==> src/rtl/fb_rect_renderer_pkg.sv <==
// rtl/fb_rect_renderer_pkg.sv - shared framebuffer geometry, colour codes and op encodings
package fb_rect_renderer_pkg;

    localparam int PX_WIDTH  = 160;
    localparam int PX_HEIGHT = 120;
    localparam int ADDR_W    = 16;
    localparam int CODE_W    = 3;

    localparam logic [CODE_W-1:0] CODE_BG        = 3'd0;
    localparam logic [CODE_W-1:0] CODE_ORANGE    = 3'd1;
    localparam logic [CODE_W-1:0] CODE_STEELGREY = 3'd2;
    localparam logic [CODE_W-1:0] CODE_YELLOW    = 3'd3;
    localparam logic [CODE_W-1:0] CODE_CRIMSON   = 3'd4;
    localparam logic [CODE_W-1:0] CODE_PLAYER    = 3'd6;

    localparam logic OP_FILL  = 1'b0;
    localparam logic OP_CLEAR = 1'b1;

    typedef enum logic [1:0] {
        IDLE = 2'd0,
        CLIP = 2'd1,
        DRAW = 2'd2,
        DONE = 2'd3
    } state_t;

endpackage

==> src/rtl/fb_rect_renderer.sv <==
// rtl/fb_rect_renderer.sv - rectangle fill / clear rasteriser into the framebuffer write port
// Optional FBR_VSYNC_GATE_EN: limits clear commands to one per frame.
module fb_rect_renderer #(
    parameter int         PX_WIDTH  = fb_rect_renderer_pkg::PX_WIDTH,
    parameter int         PX_HEIGHT = fb_rect_renderer_pkg::PX_HEIGHT,
    parameter logic [2:0] BG_CODE   = fb_rect_renderer_pkg::CODE_BG
) (
    input  logic        dclk,
    input  logic        clr,
    input  logic        cmd_valid,
    output logic        cmd_ready,
    input  logic        cmd_op,
    input  logic [7:0]  cmd_x0,
    input  logic [6:0]  cmd_y0,
    input  logic [7:0]  cmd_x1,
    input  logic [6:0]  cmd_y1,
    input  logic [2:0]  cmd_code,
    input  logic        frame_tick,
    output logic        wmem_we,
    output logic [15:0] wmemaddr,
    output logic [2:0]  wmemdata,
    output logic        busy,
    output logic        done
);
    import fb_rect_renderer_pkg::*;

    localparam logic [7:0]  XMAX     = 8'(PX_WIDTH - 1);
    localparam logic [6:0]  YMAX     = 7'(PX_HEIGHT - 1);
    localparam logic [15:0] ROW_STEP = 16'(PX_WIDTH);

    state_t      state;
    logic        rdy_q;
    logic        accept;
    logic        op_q;
    logic [7:0]  x0_q, x1_q;
    logic [6:0]  y0_q, y1_q;
    logic [2:0]  code_q;
    logic [7:0]  x;
    logic [6:0]  y;
    logic [15:0] row_base;

    logic [7:0]  rx0, rx1;
    logic [6:0]  ry0, ry1;
    logic [2:0]  rcode;
    logic        empty;
    logic [15:0] base0;

`ifdef FBR_VSYNC_GATE_EN
    logic armed;

    // Set wins over the clear-accept so a tick coinciding with a clear re-arms.
    always_ff @(posedge dclk or posedge clr) begin
        if (clr) begin
            armed <= 1'b1;
        end else if (frame_tick) begin
            armed <= 1'b1;
        end else if (accept && cmd_op == OP_CLEAR) begin
            armed <= 1'b0;
        end
    end

    assign cmd_ready = rdy_q && !(cmd_op == OP_CLEAR && !armed);
`else
    logic unused_tick;
    assign unused_tick = frame_tick;
    assign cmd_ready   = rdy_q;
`endif

    assign accept = cmd_valid && cmd_ready;

    always_comb begin
        rx0   = x0_q;
        ry0   = y0_q;
        rx1   = (x1_q > XMAX) ? XMAX : x1_q;
        ry1   = (y1_q > YMAX) ? YMAX : y1_q;
        rcode = code_q;
        if (op_q == OP_CLEAR) begin
            rx0   = 8'd0;
            ry0   = 7'd0;
            rx1   = XMAX;
            ry1   = YMAX;
            rcode = BG_CODE;
        end
    end

    assign empty = (rx0 > rx1) || (ry0 > ry1) || (rx0 > XMAX) || (ry0 > YMAX);
    // The only multiply: row base of the first row, evaluated once in CLIP.
    assign base0 = 16'(ry0) * ROW_STEP;

    always_ff @(posedge dclk or posedge clr) begin
        if (clr) begin
            state    <= IDLE;
            rdy_q    <= 1'b1;
            busy     <= 1'b0;
            done     <= 1'b0;
            wmem_we  <= 1'b0;
            wmemaddr <= 16'd0;
            wmemdata <= 3'd0;
            op_q     <= OP_FILL;
            x0_q     <= 8'd0;
            x1_q     <= 8'd0;
            y0_q     <= 7'd0;
            y1_q     <= 7'd0;
            code_q   <= 3'd0;
            x        <= 8'd0;
            y        <= 7'd0;
            row_base <= 16'd0;
        end else begin
            case (state)
                IDLE: begin
                    done <= 1'b0;
                    if (accept) begin
                        op_q   <= cmd_op;
                        x0_q   <= cmd_x0;
                        y0_q   <= cmd_y0;
                        x1_q   <= cmd_x1;
                        y1_q   <= cmd_y1;
                        code_q <= cmd_code;
                        rdy_q  <= 1'b0;
                        busy   <= 1'b1;
                        state  <= CLIP;
                    end
                end
                CLIP: begin
                    x0_q     <= rx0;
                    y0_q     <= ry0;
                    x1_q     <= rx1;
                    y1_q     <= ry1;
                    code_q   <= rcode;
                    x        <= rx0;
                    y        <= ry0;
                    row_base <= base0;
                    if (empty) begin
                        done  <= 1'b1;
                        state <= DONE;
                    end else begin
                        wmem_we  <= 1'b1;
                        wmemaddr <= base0 + 16'(rx0);
                        wmemdata <= rcode;
                        state    <= DRAW;
                    end
                end
                DRAW: begin
                    if (x == x1_q && y == y1_q) begin
                        wmem_we <= 1'b0;
                        done    <= 1'b1;
                        state   <= DONE;
                    end else if (x == x1_q) begin
                        x        <= x0_q;
                        y        <= y + 7'd1;
                        row_base <= row_base + ROW_STEP;
                        wmemaddr <= row_base + ROW_STEP + 16'(x0_q);
                    end else begin
                        x        <= x + 8'd1;
                        wmemaddr <= row_base + 16'(x) + 16'd1;
                    end
                end
                DONE: begin
                    done  <= 1'b0;
                    busy  <= 1'b0;
                    rdy_q <= 1'b1;
                    state <= IDLE;
                end
                default: state <= IDLE;
            endcase
        end
    end

endmodule

==> config.mk <==
export PLATFORM = sky130hd
export DESIGN_NAME = fb_rect_renderer
export DESIGN_NICKNAME = d
export VERILOG_FILES = /design/src/rtl/fb_rect_renderer_pkg.sv /design/src/rtl/fb_rect_renderer.sv
export SDC_FILE = /design/constraint.sdc
export NUM_CORES = 1
export LEC_CHECK = 0
export CELL_PAD_IN_SITES_DETAIL_PLACEMENT = 0
export CELL_PAD_IN_SITES_GLOBAL_PLACEMENT = 2
export CORE_ASPECT_RATIO = 1.4
export CORE_MARGIN = 2
export CORE_UTILIZATION = 36
export CTS_CLUSTER_SIZE = 30
export DETAILED_ROUTE_END_ITERATION = 10
export PLACE_DENSITY_LB_ADDON = 0.1
export SKIP_CTS_REPAIR_TIMING = 1
export SYNTH_ARGS = -nofsm -noshare
export SYNTH_HDL_FRONTEND = slang
export SYNTH_SLANG_ARGS = --single-unit
export TNS_END_PERCENT = 1
==> constraint.sdc <==
create_clock -name dclk -period 4.2 [get_ports dclk]
set_input_delay 1.26 -clock dclk [delete_from_list [all_inputs] [get_ports dclk]]
set_output_delay 1.26 -clock dclk [all_outputs]
set_load 0.02 [all_outputs]
# After elaboration in Yosys (flattened, before gate mapping)
# Cells that the tools add are included.
# W data, S select, Z words.
[totals]
ff_bits = 90
in_bits = 38
output_inout_bits = 23
word_cells = 106
[op_classes]
n_reduce_logical = 20
magnitude_cmp = 6
n_mul = 1
muxes = 44
bitwise = 1
addsub = 7
n_eq_ne = 11
[ops]
columns = ["operator", "count"]
rows = [
  ["$mux W16", 5],
  ["$pmux W16 S2", 2],
  ["$mux W8", 7],
  ["$mux W7", 7],
  ["$pmux W8 S2", 3],
  ["$pmux W7 S2", 3],
  ["$add A16 B8 Y16", 2],
  ["$add A15 B8 Y16", 1],
  ["$add A16 B1 Y16 const B", 1],
  ["$add A16 B8 Y16 const B", 1],
  ["$gt A8 B8 Y1 const B", 2],
  ["$gt A7 B7 Y1 const B", 2],
  ["$reduce_and A2 Y1", 7],
  ["$ne A2 B2 Y1 const B", 6],
  ["$mul A7 B3 Y10 const B", 1],
  ["$reduce_and A3 Y1", 3],
  ["$add A8 B1 Y8 const B", 1],
  ["$eq A8 B8 Y1", 1],
  ["$gt A8 B8 Y1", 1],
  ["$pmux W2 S4", 1],
  ["$add A7 B1 Y7 const B", 1],
  ["$eq A7 B7 Y1", 1],
  ["$gt A7 B7 Y1", 1],
  ["$mux W1", 7],
  ["13 further kinds", 23],
]

# Logic depth before layout (Yosys ltp)
# Gate-level depths: netlist of run 1.
[logic_depth]
depth_word = 9
ltp_mapped = 15
mapped_depth_nobuf = 13

# Least setup slack after synthesis of run 1
# No wires, ideal clock.
[synth_timing]
kind = "register to register"
from = "register op_q"
to = "register wmemaddr[12]"
period_less_slack_ns = 3.374
setup_slack_ns = 0.826
path_buffers = 2
arrival_time_ns = 3.287
path_stages_with_launch = 13
setup_ns = 0.087
cell_sequence = "dfrtp_1 -> clkbuf_1 -> clkbuf_1 -> nor2b_1 -> ha_1 -> ha_1 -> fa_1 -> xor2_1 -> nand3_1 -> nor4b_1 -> nor2_1 -> or4b_1 -> o211ai_1"
[synth_between]
elab_chain_len = 7
elab_cells_between_ends = 17
classes_between = "add/sub (1); mul (1); order compare (4); eq/ne (1); mux (6); reduce/logical (4)"
[synth_rtl]
columns = ["element", "line_no", "source"]
rows = [
  ["start: declaration", "fb_rect_renderer.sv:34", "logic op_q;"],
  ["start signal: assignment", "fb_rect_renderer.sv:113", "op_q <= cmd_op;"],
  ["branches (longest 7 deep; another with $add A15 B8 Y16)", "--", ""],
  ["end signal: assignment", "fb_rect_renderer.sv:138", "wmemaddr <= base0 + 16'(rx0);"],
  ["end signal: assignment", "fb_rect_renderer.sv:152", "wmemaddr <= row_base + ROW_STEP + 16'(x0_q);"],
  ["end signal: assignment", "fb_rect_renderer.sv:155", "wmemaddr <= row_base + 16'(x) + 16'd1;"],
  ["end: declaration", "fb_rect_renderer.sv:20", "output logic [15:0] wmemaddr,"],
]
# Parallel ways; which one is timed is not known. The select of a mux whose other input is x is not followed.
# A chain may end at the register's enable or synchronous reset.

# Worst setup path in the final report of run 1
# Same ends and word-level chain as after synthesis.

==> impl_summary.txt, run 1 <==
----------------------------------------------------
[Run status]
  Result of the run ... completed

[Setup path]
  Signal arrival time at the worst endpoint ... just under 4000 ps
  Delay contributed by the slowest stage of the critical path ... roughly 850 ps
  Worst EP required ... 4450 ps
  Depth of the worst register-to-register path ... 12
  Critical path capture point type ... register
  Critical Path Slowest Stage Cell ... sky130_fd_sc_hd__dfrtp_1
  Largest fanout on the critical path ... 22
  Cell breakdown of the critical path ... inv_1 -> nand2_1 -> inv_1 -> ha_1 -> ha_1 -> fa_1 -> xor2_1 -> nand3_1 -> nor4b_1 -> nor2_1 -> or4b_1 -> o211ai_1
  Critical path launch point type ... register
  Worst setup path category ... reg -> reg

[Floorplan]
  Number of core rows ... 55
  Height of the die ... between 150 and 200 um
  X dimension of the die ... 112 um
  Placeable Area ... 16100 um2
  Initial standard-cell utilization of the core ... 36.6%
  Area of the die ... 17400 um2
  Count of boundary I/O pins ... 61

[Final layout]
  Area of the multi-input gates ... 3490 um2
  Final nets ... 782
  Area Growth Syn to Fin ... 18.1%
  Area of all placed cells without fillers ... ~7000 um2
  Fillcell total ... 1637
  Inserted Diodes ... 0
  Final Core Density ... a little over two fifths
  Finished Layout Cells ... between 900 and 1000
  Sequential cell area in the final layout ... 2130 um2
  Share of final-layout standard cells stronger than drive strength 1 ... 6.40%

[Clock network]
  Maximum clock path buffer count ... 2
  H-tree Lvls ... 3
  Skew-Pair Late Insertion Delay ... around 350 ps
  Clock tree from TritonCTS ... built
  Number of CTS-inserted buffers ... 9
  Root Buffer ... sky130_fd_sc_hd__clkbuf_16
  Clk sinks ... 85
  Clock-pin slew reported for the worst setup and hold paths after clock tree synthesis ... 70 ps

[Synthesis]
  Fraction of synthesis flops using an asynchronous set or reset pin ... between 90% and 100%
  Main flop type after synthesis ... sky130_fd_sc_hd__dfrtp_1
  Top cells by count, synth ... sky130_fd_sc_hd__dfrtp_1, sky130_fd_sc_hd__nand2_1, sky130_fd_sc_hd__a21oi_1
  Fraction of the yosys area taken by sequential cells ... 36.1%
  Post-synthesis sequential element count ... 85
  EDFF count, synth ... 0
  Leading post-synthesis cells by cell area ... sky130_fd_sc_hd__dfrtp_1, sky130_fd_sc_hd__ha_1, sky130_fd_sc_hd__a21oi_1, sky130_fd_sc_hd__nand2_1, sky130_fd_sc_hd__xnor2_1
  Share of the synthesized area in the top cell type ... 35.7%
  Most frequent cell after synthesis ... sky130_fd_sc_hd__dfrtp_1
  Avg Synthesized Cell Area ... 9.00 um2
  Warning count from the yosys run ... 0
  Post-synth design cell area ... 5890 um2
  Post-synth cell types ... 67
  Synth area leader ... sky130_fd_sc_hd__dfrtp_1
  Total nets after synthesis ... 738
  Cell count after synthesis ... 654

[Detailed routing]
  Detailed router's first-iteration violation count ... 250
  Remaining antenna violation count ... 0
  Vias after detailed routing ... 5073
  Detailed-router iteration count before antenna repair ... 5
  Total wire length after detailed routing ... approximately 17000 um
  Remaining routing DRC violations ... 0
  Number of vias per cell after detailed routing ... 5.62
  Wirelength per Cell ... roughly 19 um

[Power]
  Pwr Density ... 807 nW/um2
  Highest ir drop seen on vdd ... 0.324 mV
  Design Power ... 5.61 mW
  Leak Pwr ... 2.95 nW

[Timing]
  Max-slew violation count ... 0
  Hold Worst Slack ... 488 ps
  Fin worst setup slack ... 489 ps
  Transition time of the tightest slew-check pin ... 887 ps
  Worst rel slew slack ... between 40% and 50%
  Fmax achieved ... about 270 MHz
  Count of final hold-check violations ... 0
  Worst clock skew ... between 9 and 10 ps
  Final period util ... about nine tenths
  Setup repair after global routing missed its margin ... no
  Min cycle time layout ... around 3700 ps
  Number of failing setup endpoints in the final timing report ... 0
  Total negative setup slack ... 0 ps

[Min path]
  Type of the worst min-delay path ... reg -> reg
  Number of instances on the worst hold path ... 1

[Placement]
  Post-placement setup slack ... around 480 ps
  HPWL Detailed ... 13200 um
  Final weighted congestion in routability-driven placement ... 0.902
  Total placed instance area ... 6640 um2
  Total of buffers placed on input and output ports ... around 60
  Inst Count DP ... 886

[Global routing]
  All-layer global routing usage ... 20.5%
  Total congestion overflow ... 0
  Wire length of the first global-routing pass ... approximately 28000 um
  Pin count of the biggest net entering global routing ... 49
  Antenna violations before repair ... 0
  Via count of the first global-routing pass ... 5289

[Run]
  Max-cap violation count ... 0

----------------------------------------------------
layer usage:
metal / GRT usage (%) / share of wire, % / vias to the layer above / wire length (um)
met1: 25.5 / 44 / 2483 / 7620
met2: 36.2 / 50 / 101 / 8760
met5: 0 / 0 / - / 0
met3: 2.61 / 2.8 / 28 / 494
li1: - / - / 2461 / -
met4: 7.84 / 3.0 / 0 / 513
layout by cell type, fill, tap and decap left out, types with 3 or more instances in the layout:
cell                              count
sky130_fd_sc_hd__a211oi_1             3
sky130_fd_sc_hd__a21o_1               7
sky130_fd_sc_hd__a21oi_1             52
sky130_fd_sc_hd__a22o_1              22
sky130_fd_sc_hd__a22oi_1              4
sky130_fd_sc_hd__a2bb2oi_1            4
sky130_fd_sc_hd__a31oi_1              9
sky130_fd_sc_hd__a41oi_1              3
sky130_fd_sc_hd__and2_1               7
sky130_fd_sc_hd__and3_1               7
sky130_fd_sc_hd__and4_1               3
sky130_fd_sc_hd__buf_4               11
sky130_fd_sc_hd__clkbuf_16            9
sky130_fd_sc_hd__clkdlybuf4s50_1     59
sky130_fd_sc_hd__dfrtp_1             84
sky130_fd_sc_hd__ha_1                43
sky130_fd_sc_hd__inv_1               19
sky130_fd_sc_hd__mux2_1               3
sky130_fd_sc_hd__mux2i_1              7
sky130_fd_sc_hd__nand2_1             63
sky130_fd_sc_hd__nand2b_1             4
sky130_fd_sc_hd__nand3_1             25
sky130_fd_sc_hd__nand3b_1             3
sky130_fd_sc_hd__nand4_1              8
sky130_fd_sc_hd__nor2_1              45
sky130_fd_sc_hd__nor2b_1             15
sky130_fd_sc_hd__nor3_1               8
sky130_fd_sc_hd__nor4_1               3
sky130_fd_sc_hd__o211ai_1             6
sky130_fd_sc_hd__o21a_1               3
sky130_fd_sc_hd__o21ai_0             37
sky130_fd_sc_hd__o21bai_1             3
sky130_fd_sc_hd__o22a_1              15
sky130_fd_sc_hd__o22ai_1              9
sky130_fd_sc_hd__or2_2                4
sky130_fd_sc_hd__or3_1                3
sky130_fd_sc_hd__xnor2_1             27
sky130_fd_sc_hd__xor2_1              22
logic make-up (layout without fill, tap and decap cells):
group                      after synthesis  in the layout  synth area share [%]
DFF                                     85             85                  36.1
adders and majority gates               46             46                  10.0
and+or+nand+nor                        206            206                  17.2
xor gates and xnor gates                49             49                  7.29
AOI/OAI and AO/OA                      198            198                  22.6
muxes                                   12             12                  2.15
buffers and inverters                   58            107                  4.55
critical path: cells and delay by family, from the launching register on:
kind / cells / cell delay, ps
AO/OA/AOI/OAI: 1 / 130
XOR/XNOR: 1 / 330
adder cells (fa/ha/maj): 3 / 820
buffers and inverters: 2 / 240
flip-flops: 1 / 850
AND/OR/NAND/NOR: 5 / 1250
state kept, by name (all words and copies together), names as in the netlist, 2 cells and up:
name / cells
code_q: 3
x1_q: 8
x0_q: 8
y: 7
state: 2
x: 8
wmemdata: 3
row_base: 11
y0_q: 7
wmemaddr: 16
y1_q: 7
cell type report:
| type | count | area share (%) |
|---|---|---|
| clock buffer | 12 | 3.69 |
| timing repair buffer | 71 | 9.97 |
| sequential | 85 | 30.6 |
| inverter | 20 | 1.10 |
| clock inverter | 4 | 0.792 |
| multi-input combinational | 511 | 50.3 |
| tap | 199 | 3.58 |
power by group:
group          total, mW  internal [mW]  switching, mW
combinational       3.10           1.30           1.80
sequential          1.66           1.19          0.473
clock              0.855          0.498          0.357
total               5.61           2.99           2.63
path summary, 6_finish.rpt:
| kind | start | end | slack [ps] |
|---|---|---|---|
| worst max-delay path | op_q | wmemaddr[12] | 490 |
| worst min-delay path | wmemaddr[0] | wmemaddr[0] | 490 |
| worst max register to register | op_q | wmemaddr[12] | 490 |
| worst min register to register | wmemaddr[0] | wmemaddr[0] | 490 |
| max in group asynchronous | clr | row_base[11] | 2190 |
| min in group asynchronous | clr | x1_q[2] | 1300 |
Power figures use the tool's default switching activity.
==> run 2: changes to the inputs <==
Settings changed: ABC_AREA set to 0, CTS_CLUSTER_SIZE 30 to unset.
==> results of run 2 <==
The final DEF is identical to that of run 1; final timing and power are the same.
